--- config.mk ---
export PLATFORM = sky130hd
export DESIGN_NAME = trade_dispatch_scheduler_flat
export DESIGN_NICKNAME = d
export VERILOG_FILES = /design/src/rtl/trade_dispatch_scheduler_pkg.sv /design/src/rtl/trade_dispatch_scheduler_if.sv /design/src/rtl/trade_dispatch_scheduler_rr_arbiter4.sv /design/src/rtl/trade_dispatch_scheduler.sv /design/src/flat_wrapper.sv
export SDC_FILE = /design/constraint.sdc
export NUM_CORES = 1
export LEC_CHECK = 0
export ABC_AREA = 1
export BUFFER_PORTS_ARGS = -buffer_cell sky130_fd_sc_hd__clkbuf_2
export CORE_ASPECT_RATIO = 0.8
export CORE_MARGIN = 2
export CORE_UTILIZATION = 55
export DETAILED_ROUTE_END_ITERATION = 7
export PLACE_DENSITY = 0.73
export REMOVE_ABC_BUFFERS = 1
export SLEW_MARGIN = 0
export SYNTH_ARGS = -nofsm -noshare
export SYNTH_HDL_FRONTEND = slang
export SYNTH_HIERARCHICAL = 1
export SYNTH_SLANG_ARGS = --single-unit
export TNS_END_PERCENT = 30
--- constraint.sdc ---
create_clock -name clk -period 3.3 [get_ports clk]
set_clock_uncertainty 0.05 [all_clocks]
set_input_delay 0 -clock clk [delete_from_list [all_inputs] [get_ports clk]]
set_output_delay 0 -clock clk [all_outputs]
set_load 0.02 [all_outputs]
--- src/rtl/trade_dispatch_scheduler_pkg.sv ---
// Shared types for the tick dispatch scheduler: tick layout, FSM states, counter widths.
package trade_sched_pkg;

    localparam int STOCK_ID_W = 2;
    localparam int PRICE_W    = 14;
    localparam int TICK_W     = STOCK_ID_W + PRICE_W;
    localparam int DROP_W     = 8;

    typedef struct packed {
        logic [STOCK_ID_W-1:0] id;
        logic [PRICE_W-1:0]    price;
    } tick_t;

    typedef enum logic {
        IDLE = 1'b0,
        WAIT = 1'b1
    } sched_state_e;

endpackage

--- src/rtl/trade_dispatch_scheduler_if.sv ---
// Tick-feed and engine-side signals of the dispatch scheduler; slave = scheduler, master = its environment.
interface trade_dispatch_scheduler_if;
    import trade_sched_pkg::*;

    logic              in_valid;
    logic              in_ready;
    logic [TICK_W-1:0] in_data;
    logic              eng_enable;
    logic [TICK_W-1:0] eng_data;
    logic              eng_done;
    logic              busy;
    logic [3:0]        pending;
    logic              timeout_err;
    logic [DROP_W-1:0] drop_cnt;

    modport slave (
        input  in_valid, in_data, eng_done,
        output in_ready, eng_enable, eng_data, busy, pending, timeout_err, drop_cnt
    );

    modport master (
        output in_valid, in_data, eng_done,
        input  in_ready, eng_enable, eng_data, busy, pending, timeout_err, drop_cnt
    );

endinterface

--- src/rtl/trade_dispatch_scheduler_rr_arbiter4.sv ---
// Combinational 4-way round-robin pick: first requester strictly after ptr, wrapping.
module rr_arbiter4 (
    input  logic [3:0] req,
    input  logic [1:0] ptr,
    output logic [1:0] gnt_idx,
    output logic       gnt_vld
);

    logic [1:0] cand;

    always_comb begin
        gnt_idx = '0;
        gnt_vld = 1'b0;
        cand    = '0;
        // i == 4 wraps back onto ptr itself, so the last grantee is considered last.
        for (int i = 1; i <= 4; i++) begin
            cand = ptr + 2'(i);
            if (!gnt_vld && req[cand]) begin
                gnt_vld = 1'b1;
                gnt_idx = cand;
            end
        end
    end

endmodule

--- src/rtl/trade_dispatch_scheduler.sv ---
// Round-robin dispatcher of latest-per-stock ticks to one shared trading engine.
// Optional SCHED_STATS_EN builds the saturating overwrite (drop) counter.
module trade_dispatch_scheduler #(
    parameter int PRICE_W  = 14,
    parameter int N_STOCKS = 4,
    parameter int TIMEOUT  = 15
) (
    input  logic                       clk,
    input  logic                       rst,
    trade_dispatch_scheduler_if.slave  bus
);
    import trade_sched_pkg::*;

    localparam int WCNT_W = $clog2(TIMEOUT + 1);

    sched_state_e          state_q, state_d;
    tick_t                 slot_q [N_STOCKS];
    logic [N_STOCKS-1:0]   pending_q, pending_d;
    logic [1:0]            rr_ptr_q, rr_ptr_d;
    logic                  eng_enable_q, eng_enable_d;
    tick_t                 eng_data_q, eng_data_d;
    logic                  timeout_err_q, timeout_err_d;
    logic [WCNT_W-1:0]     wait_cnt_q, wait_cnt_d;

    logic                  cap_vld;
    logic [STOCK_ID_W-1:0] cap_id;
    logic [1:0]            gnt_idx;
    logic                  gnt_vld;
    logic                  grant_fire;

    assign bus.in_ready = ~rst;
    // A zero price is a malformed quote: handshake completes but nothing is stored.
    assign cap_vld    = bus.in_valid && bus.in_ready && (bus.in_data[PRICE_W-1:0] != '0);
    assign cap_id     = bus.in_data[PRICE_W +: STOCK_ID_W];
    assign grant_fire = (state_q == IDLE) && gnt_vld;

    rr_arbiter4 u_arb (
        .req     (pending_q),
        .ptr     (rr_ptr_q),
        .gnt_idx (gnt_idx),
        .gnt_vld (gnt_vld)
    );

    always_comb begin
        state_d       = state_q;
        pending_d     = pending_q;
        rr_ptr_d      = rr_ptr_q;
        eng_enable_d  = 1'b0;
        eng_data_d    = eng_data_q;
        timeout_err_d = timeout_err_q;
        wait_cnt_d    = wait_cnt_q;
        case (state_q)
            IDLE: begin
                if (grant_fire) begin
                    eng_data_d         = slot_q[gnt_idx];
                    eng_enable_d       = 1'b1;
                    pending_d[gnt_idx] = 1'b0;
                    rr_ptr_d           = gnt_idx;
                    wait_cnt_d         = '0;
                    state_d            = WAIT;
                end
            end
            WAIT: begin
                if (bus.eng_done) begin
                    state_d = IDLE;
                end else if (wait_cnt_q == WCNT_W'(TIMEOUT - 1)) begin
                    timeout_err_d = 1'b1;
                    state_d       = IDLE;
                end else begin
                    wait_cnt_d = wait_cnt_q + WCNT_W'(1);
                end
            end
            default: state_d = IDLE;
        endcase
        // Applied after the grant clear so a same-edge write leaves the slot pending.
        if (cap_vld) pending_d[cap_id] = 1'b1;
    end

    always_ff @(posedge clk or posedge rst) begin
        if (rst) begin
            state_q       <= IDLE;
            pending_q     <= '0;
            rr_ptr_q      <= 2'd3;
            eng_enable_q  <= 1'b0;
            eng_data_q    <= '0;
            timeout_err_q <= 1'b0;
            wait_cnt_q    <= '0;
        end else begin
            state_q       <= state_d;
            pending_q     <= pending_d;
            rr_ptr_q      <= rr_ptr_d;
            eng_enable_q  <= eng_enable_d;
            eng_data_q    <= eng_data_d;
            timeout_err_q <= timeout_err_d;
            wait_cnt_q    <= wait_cnt_d;
        end
    end

    always_ff @(posedge clk or posedge rst) begin
        if (rst) begin
            for (int i = 0; i < N_STOCKS; i++) slot_q[i] <= '0;
        end else if (cap_vld) begin
            slot_q[cap_id] <= tick_t'(bus.in_data);
        end
    end

`ifdef SCHED_STATS_EN
    logic [DROP_W-1:0] drop_cnt_q, drop_cnt_d;
    logic              drop_evt;

    function automatic logic [DROP_W-1:0] sat_inc(input logic [DROP_W-1:0] v);
        return (v == '1) ? v : v + DROP_W'(1);
    endfunction

    // Writing the slot being granted this edge replaces nothing still waiting, so no drop.
    assign drop_evt = cap_vld && pending_q[cap_id] && !(grant_fire && (gnt_idx == cap_id));

    always_comb begin
        drop_cnt_d = drop_cnt_q;
        if (drop_evt) drop_cnt_d = sat_inc(drop_cnt_q);
    end

    always_ff @(posedge clk or posedge rst) begin
        if (rst) drop_cnt_q <= '0;
        else     drop_cnt_q <= drop_cnt_d;
    end

    assign bus.drop_cnt = drop_cnt_q;
`else
    assign bus.drop_cnt = '0;
`endif

    assign bus.eng_enable  = eng_enable_q;
    assign bus.eng_data    = eng_data_q;
    assign bus.busy        = (state_q == WAIT);
    assign bus.pending     = pending_q;
    assign bus.timeout_err = timeout_err_q;

endmodule

--- src/flat_wrapper.sv ---
// flat-port wrapper written by rule: the top's interface ports become plain ports
module trade_dispatch_scheduler_flat import trade_sched_pkg::*;
#(
    parameter int PRICE_W  = 14,
    parameter int N_STOCKS = 4,
    parameter int TIMEOUT  = 15
)
  (clk, rst, bus_in_valid, bus_in_data, bus_eng_done, bus_in_ready, bus_eng_enable, bus_eng_data, bus_busy, bus_pending, bus_timeout_err, bus_drop_cnt);
  trade_dispatch_scheduler_if bus_i ();
  input  logic clk;
  input  logic rst;
  input wire logic [$bits(bus_i.in_valid)-1:0] bus_in_valid;
  input wire logic [$bits(bus_i.in_data)-1:0] bus_in_data;
  input wire logic [$bits(bus_i.eng_done)-1:0] bus_eng_done;
  output wire logic [$bits(bus_i.in_ready)-1:0] bus_in_ready;
  output wire logic [$bits(bus_i.eng_enable)-1:0] bus_eng_enable;
  output wire logic [$bits(bus_i.eng_data)-1:0] bus_eng_data;
  output wire logic [$bits(bus_i.busy)-1:0] bus_busy;
  output wire logic [$bits(bus_i.pending)-1:0] bus_pending;
  output wire logic [$bits(bus_i.timeout_err)-1:0] bus_timeout_err;
  output wire logic [$bits(bus_i.drop_cnt)-1:0] bus_drop_cnt;
  assign bus_i.in_valid = bus_in_valid;
  assign bus_i.in_data = bus_in_data;
  assign bus_i.eng_done = bus_eng_done;
  assign bus_in_ready = bus_i.in_ready;
  assign bus_eng_enable = bus_i.eng_enable;
  assign bus_eng_data = bus_i.eng_data;
  assign bus_busy = bus_i.busy;
  assign bus_pending = bus_i.pending;
  assign bus_timeout_err = bus_i.timeout_err;
  assign bus_drop_cnt = bus_i.drop_cnt;
  trade_dispatch_scheduler #(.PRICE_W(PRICE_W), .N_STOCKS(N_STOCKS), .TIMEOUT(TIMEOUT)) u_core (.clk(clk), .rst(rst), .bus(bus_i));
endmodule
# Word-level counts from Yosys, hierarchy flattened
# Index checks and enable logic that the tools add are counted.
totals:
  word_cells: 97
  latchBits: 0
  regBits: 93
  mem_bits_rw: 0
  mem_bits_ro: 0
  n_memories: 0
op_classes:
  n_lt_le_gt_ge: 11
  add_sub_neg: 4
  n_eq_ne: 4
  multipliers: 0
  reduce_logical: 16
  bitwise_logic: 8
  div_mod_pow: 0
  muxes: 38
  shift: 0
op_table:
  columns: ["op", "n"]
  rows:
  - ["$bwmux 64", 1]
  - ["$mux 16", 3]
  - ["$bmux 16 s2", 1]
  - ["$demux 16 s2", 1]
  - ["$mux 4", 6]
  - ["$lt 2x3->1 const B", 6]
  - ["$mux 1", 14]
  - ["$reduce_bool 14->1", 1]
  - ["$logic_and 1x1->1", 9]
  - ["$bmux 1 s2", 4]
  - ["$mux 2", 4]
  - ["$pmux 4 s2", 1]
  - ["$ge 3x3->1 const B", 2]
  - ["$not 2->3", 2]
  - ["$reduce_and 3->1", 2]
  - ["$add 2x2->2 const B", 2]
  - ["$add 4x1->4 const B", 1]
  - ["$and 4x4->4", 1]
  - ["$demux 1 s2", 2]
  - ["$eq 4x4->1 const B", 1]
  - ["$ge 2x1->1 const B", 2]
  - ["$ne 2x2->1 const B", 2]
  - ["$not 4->4", 1]
  - ["$or 4x4->4", 1]
  - ["7 further kinds", 11]

# Logic depth before layout (Yosys ltp)
logic_depth:
  ltp_word: 23
  ltp_mapped: 15

# Cells and area by module
# Netlist, hierarchy kept.
modules_own_cells:
  columns: ["module", "instances", "area_each_um2", "seq_area_each_um2", "cells_per_inst"]
  rows:
  - ["trade_dispatch_scheduler", 1, 4287.9, 2329.7, 511]
  - ["rr_arbiter4", 1, 271.5, 0.0, 52]

# Worst setup path after synthesis
# No wires, ideal clock.
synth_timing:
  path_type: "register -> register"
  startpoint: "register u_core.rr_ptr_q[0]"
  endpoint: "register u_core.eng_data_q (netlist bit u_core/bus.eng_data[9])"
  stages_incl_launch_ff: 15
  path_slack_ns: 1.111
  n_path_buf: 2
  period_less_slack_ns: 2.189
  arrival_ns: 2.073
  setup_time_ns: 0.066
  t_required_ns: 3.184
  cell_sequence: "dfstp_2 buf_4 nand2_1 nand2_1 nand2_4 nand2_4 nor2_1 a21oi_1 nand3_1 nor2_1 buf_2 nand2_1 nand4_1 nand2_1 nand2_1"
synth_via:
  elab_chain_len: 17
  elab_cells_between_ends: 31
synth_lines:
  columns: ["item", "line", "rtl"]
  rows:
  - ["from (decl)", "trade_dispatch_scheduler.sv:19", "logic [1:0] rr_ptr_q, rr_ptr_d;"]
  - ["from (signal assigned)", "trade_dispatch_scheduler.sv:91", "rr_ptr_q <= rr_ptr_d;"]
  - ["$add 2x1->2", "trade_dispatch_scheduler_rr_arbiter4.sv:17", "cand = ptr + 2'(i);"]
  - ["$bmux 1 s2", "trade_dispatch_scheduler_rr_arbiter4.sv:18", "if (!gnt_vld && req[cand]) begin"]
  - ["$mux 1 (not written as such)", "trade_dispatch_scheduler_rr_arbiter4.sv:18", null]
  - ["$mux 1", "trade_dispatch_scheduler_rr_arbiter4.sv:18", null]
  - ["$logic_not 1->1", "trade_dispatch_scheduler_rr_arbiter4.sv:18", null]
  - ["$logic_and 1x1->1", "trade_dispatch_scheduler_rr_arbiter4.sv:18", null]
  - ["$mux 1", "trade_dispatch_scheduler_rr_arbiter4.sv:18", null]
  - ["$logic_not 1->1", "trade_dispatch_scheduler_rr_arbiter4.sv:18", null]
  - ["$logic_and 1x1->1", "trade_dispatch_scheduler_rr_arbiter4.sv:18", null]
  - ["$mux 1", "trade_dispatch_scheduler_rr_arbiter4.sv:18", null]
  - ["$logic_not 1->1", "trade_dispatch_scheduler_rr_arbiter4.sv:18", null]
  - ["$logic_and 1x1->1", "trade_dispatch_scheduler_rr_arbiter4.sv:18", null]
  - ["$mux 2 *", "trade_dispatch_scheduler_rr_arbiter4.sv:18", null]
  - ["via u_core.gnt_idx[0]", "trade_dispatch_scheduler.sv:27", "logic [1:0] gnt_idx;"]
  - ["$not 2->3 (not written as such) *", "trade_dispatch_scheduler.sv:55", "eng_data_d = slot_q[gnt_idx];"]
  - ["$bmux 16 s2 *", "trade_dispatch_scheduler.sv:55", null]
  - ["$mux 16 (not written as such) * (2 in a row)", "trade_dispatch_scheduler.sv:55", null]
  - ["to (signal assigned)", "trade_dispatch_scheduler.sv:93", "eng_data_q <= eng_data_d;"]
  - ["to (decl)", "trade_dispatch_scheduler.sv:21", "tick_t eng_data_q, eng_data_d;"]
# Mark *: on every way through the listed nets, which the timed path passes. The rest lies on a longest branch. The select of a mux whose other input is x is not followed.
# A chain may end at the register's enable or synchronous reset.

# Worst setup path in the final report
layout_timing:
  startpoint: "register u_core.rr_ptr_q[0]"
  endpoint: "register u_core.eng_data_q (netlist bit u_core/bus.eng_data[14])"
layout_via:
  elab_cells_between_ends: 31
layout_rtl:
  columns: ["item", "line", "rtl"]
  rows:
  - ["$add 2x1->2", "trade_dispatch_scheduler_rr_arbiter4.sv:17", null]
  - ["$bmux 1 s2", "trade_dispatch_scheduler_rr_arbiter4.sv:18", null]
  - ["$mux 1 (not written as such)", "trade_dispatch_scheduler_rr_arbiter4.sv:18", null]
  - ["$mux 1", "trade_dispatch_scheduler_rr_arbiter4.sv:18", null]
  - ["$logic_not 1->1", "trade_dispatch_scheduler_rr_arbiter4.sv:18", null]
  - ["$logic_and 1x1->1", "trade_dispatch_scheduler_rr_arbiter4.sv:18", null]
  - ["$mux 1", "trade_dispatch_scheduler_rr_arbiter4.sv:18", null]
  - ["$logic_not 1->1", "trade_dispatch_scheduler_rr_arbiter4.sv:18", null]
  - ["$logic_and 1x1->1", "trade_dispatch_scheduler_rr_arbiter4.sv:18", null]
  - ["$mux 1", "trade_dispatch_scheduler_rr_arbiter4.sv:18", null]
  - ["$logic_not 1->1", "trade_dispatch_scheduler_rr_arbiter4.sv:18", null]
  - ["$logic_and 1x1->1", "trade_dispatch_scheduler_rr_arbiter4.sv:18", null]
  - ["$mux 1 *", "trade_dispatch_scheduler_rr_arbiter4.sv:18", null]
  - ["via u_core.gnt_vld", "trade_dispatch_scheduler.sv:28", "logic gnt_vld;"]
  - ["$logic_and 1x1->1 *", "trade_dispatch_scheduler.sv:35", "assign grant_fire = (state_q == IDLE) && gnt_vld;"]
  - ["$reduce_and 2->1 (no source line) *", null, null]
# Marked as above.

==> summary.txt <==
Worst Reg-to-Reg Cells - 12
Final Max Slew Viols - 0
reg2reg start - u_core/rr_ptr_q[0]$_DFFE_PP1P_
CTS tree - yes
largest net degree at the start of global routing - 49
hold path endpoint - u_core/slot_q[11]$_DFFE_PP0P_
site row count - 29
Finish-stage setup viols - 0
Max VDD drop - 0.6678 mV
Initial Util - 57.12%
Critical Path Source Type - register
I/O Buffers - 43
Final min period - 2674 ps
Synth-to-Final Area Change - 12.43%
Synth Area in XOR/XNOR - 0%
io pins - 52
GRT overflow - 0
count of cell types in the netlist - 28
post-synthesis mux area share - 0%
RSZ-0062 raised after global routing - false
Worst Hold Launch - bus_in_valid
r2r setup slk - 630 ps
Via Count - 3,998
crit-path max FO - 19
first-pass GRT wire length - 19,490 um
reg2reg end - u_core/bus.eng_data[14]$_DFFE_PP0P_
Worst Tran Pin Value - 675.7 ps
antenna cell count - 0
GRT Util Overall - 27.23%
clock-pin slew on the worst setup and hold paths - 80 ps
status - completed
Die Span X - 105.8 um
Resize count post-CTS - 0
Critical Path End Type - register
Detail Route Antenna Nets - 0
Hold WC Path Type - in -> reg
fin nets - 636
Final Wtd Congestion - 0.8201
Mapped Area - 4559 um^2
relative slew slack - 54.67%
htree depth - 3
Crit Path Category - reg -> reg
Yosys reg bits - 93
setup_tns - 0 ps
number of global-route vias before repair - 3,902
pre-CTS setup slack - 686.7 ps
Hold Path Stages - 5
Die Y - 85.44 um
largest family of logic cells by synthesized area - simple AND/OR/NAND/NOR gates
max_cap viols - 0
initial DRC count - 277
Avg Cell Area, Syn - 8.098 um^2
Yosys top cell area share - 49.95%
TritonRoute pass-1 iters - 5
Mapped Cells - 563
clk sinks - 93
setup ws final - 626.3 ps
pwr dens - 951.0 nW/um^2
cts bufs inserted - 9
Warnings, synthesis - 6
Worst-Skew Late Latency - 350 ps
Area contributors post-synth - dfrtp_1 (50%), nand2_1 (22%), nand4_1 (9.9%), buf_6 (2.2%), inv_1 (2.0%)
final wirelength - 11,260 um
Layout fillers - 698
Synth area leader - dfrtp_1
register area share after synthesis - 51.10%
initial antenna violation count - 0
layout cells sized above 1 - 14.05%
crit share post-route - 81.02%
wire per inst - 15.48 um
Fin. Hold Viols - 0
DR vias/cell - 5.499
Synth Area in Adders - 0.5488%
WP data arrival - 2860 ps
Synth Area in Compound Gates - 2.525%
# DRC - 0
Pleak - 2.758 nW
Clock Tree Root - clkbuf_8
clk buf depth - 2
Synth Area in Simple Gates - 37.98%
Die ar. - 9039 um^2
FMAX - 0.3740 GHz
critical path data required time - 3490 ps
placed wire-length estimate - 6732 um
core area - 7983 um^2
-- critical path, cell delays in order (launching register included) --
cell	delay (ps)
dfstp_2	650
inv_1	160
nand2_1	120
nand2_1	90
nand2_1	130
nand2_4	80
nor2_8	130
nand4_1	90
inv_1	60
or2_2	110
clkinv_1	530
o21ai_0	290
nand2_1	70
-- routing by layer --
| layer | vias to the layer above | track usage [%] | routed length (um) |
|---|---|---|---|
| li1 | 1927 | - | - |
| met1 | 1903 | 40.22 | 5129 |
| met2 | 156 | 42.52 | 5193 |
| met3 | 12 | 4.224 | 821 |
| met4 | 0 | 7.057 | 112 |
| met5 | - | 0 | 0 |
-- state kept, by name (all words and copies together), names as in the netlist --
name / cells
u_core/bus.eng_data: 16
u_core/wait_cnt_q: 4
u_core/bus.pending: 4
u_core/slot_q: 64
u_core/bus.busy: 1
u_core/rr_ptr_q: 2
u_core/bus.eng_enable: 1
u_core/bus.timeout_err: 1
-- cells by family after synthesis --
family | after synthesis
buffers and inverters | 63
AO/OA/AOI/OAI | 19
AND/OR/NAND/NOR | 385
other | 1
flip-flops | 93
adder cells (fa/ha/maj) | 2
-- what timing repair did --
action | CTS | global route
hold endpoints to repair | 78 | 0
hold buffers | 16 | 0
setup buffers | 0 | 0
-- how the worst max path moves through the flow --
stage | from | endpoint | slack (ps)
2_1_floorplan | rst | u_core/bus.busy$_DFF_PP0_ | 680
3_3_place_gp | u_core/rr_ptr_q[0]$_DFFE_PP1P_ | u_core/bus.eng_data[14]$_DFFE_PP0P_ | 740
3_5_place_dp | u_core/rr_ptr_q[0]$_DFFE_PP1P_ | u_core/bus.eng_data[14]$_DFFE_PP0P_ | 690
4_1_cts | u_core/rr_ptr_q[0]$_DFFE_PP1P_ | u_core/bus.eng_data[10]$_DFFE_PP0P_ | 650
5_1_grt | u_core/rr_ptr_q[0]$_DFFE_PP1P_ | u_core/bus.eng_data[1]$_DFFE_PP0P_ | 350
6_report | u_core/rr_ptr_q[0]$_DFFE_PP1P_ | u_core/bus.eng_data[14]$_DFFE_PP0P_ | 630
-- power breakdown --
group | switching [mW] | internal, mW | total (mW)
combinational | 1.71 | 0.771 | 2.48
clock | 0.366 | 0.392 | 0.758
sequential | 0.204 | 1.43 | 1.64
-- cell usage after synthesis --
| library cell | n |
|---|---|
| nand2_1 | 263 |
| dfrtp_1 | 91 |
| nand4_1 | 72 |
| inv_1 | 24 |
| nor2_1 | 17 |
| nand3_1 | 16 |
| buf_2 | 10 |
| buf_4 | 10 |
| buf_6 | 9 |
| o21ai_0 | 9 |
| clkbuf_1 | 7 |
| a22oi_1 | 6 |
| nand2_2 | 4 |
| nand3_2 | 4 |
| nand2_4 | 3 |
| a21oi_1 | 2 |
| dfstp_2 | 2 |
| ha_1 | 2 |
| nor2_2 | 2 |
| or2_2 | 2 |
| buf_1 | 1 |
| clkinv_1 | 1 |
| conb_1 | 1 |
| inv_2 | 1 |
| nor2_8 | 1 |
| o21a_1 | 1 |
| o21bai_1 | 1 |
| or2_1 | 1 |
-- area by class of cell --
class / instances / area, um^2 / area share [%]
clock buffer: 14 / 162.7 / 3.173
clock inverter: 2 / 35.03 / 0.6834
inverter: 26 / 98.84 / 1.928
multi-input combinational: 414 / 1907 / 37.20
sequential: 93 / 2330 / 45.45
tap: 108 / 135.1 / 2.636
timing repair buffer: 70 / 457.9 / 8.933
-- layout by cell type (no fill, tap or decap), types with 4 or more instances in the layout --
master	netlist	final
nand2_1	263	263
dfrtp_1	91	91
nand4_1	72	72
clkbuf_2	0	43
inv_1	24	23
nor2_1	17	17
dlygate4sd3_1	0	16
nand3_1	16	16
clkbuf_8	0	11
buf_4	10	11
o21ai_0	9	9
conb_1	1	8
a22oi_1	6	6
nand2_2	4	4
nand3_2	4	4
-- per-stage QoR --
step | util (%) | area, um^2 | total power, mW | instances | hold slack, ps
after CTS | 64.22 | 5126 | 4.874 | 727 | 46.84
final | 64.22 | 5126 | 4.875 | 727 | 47.97
after global placement | 59.73 | 4768 | 4.056 | 695 | -22.34
after detailed placement | 59.73 | 4768 | 4.084 | 695 | -19.79
after floorplan | - | 4329 | 3.277 | 533 | 101.8
after global routing | 64.22 | 5126 | 5.302 | 727 | 68.06
No activity file was read; power rests on OpenSTA's default activity.
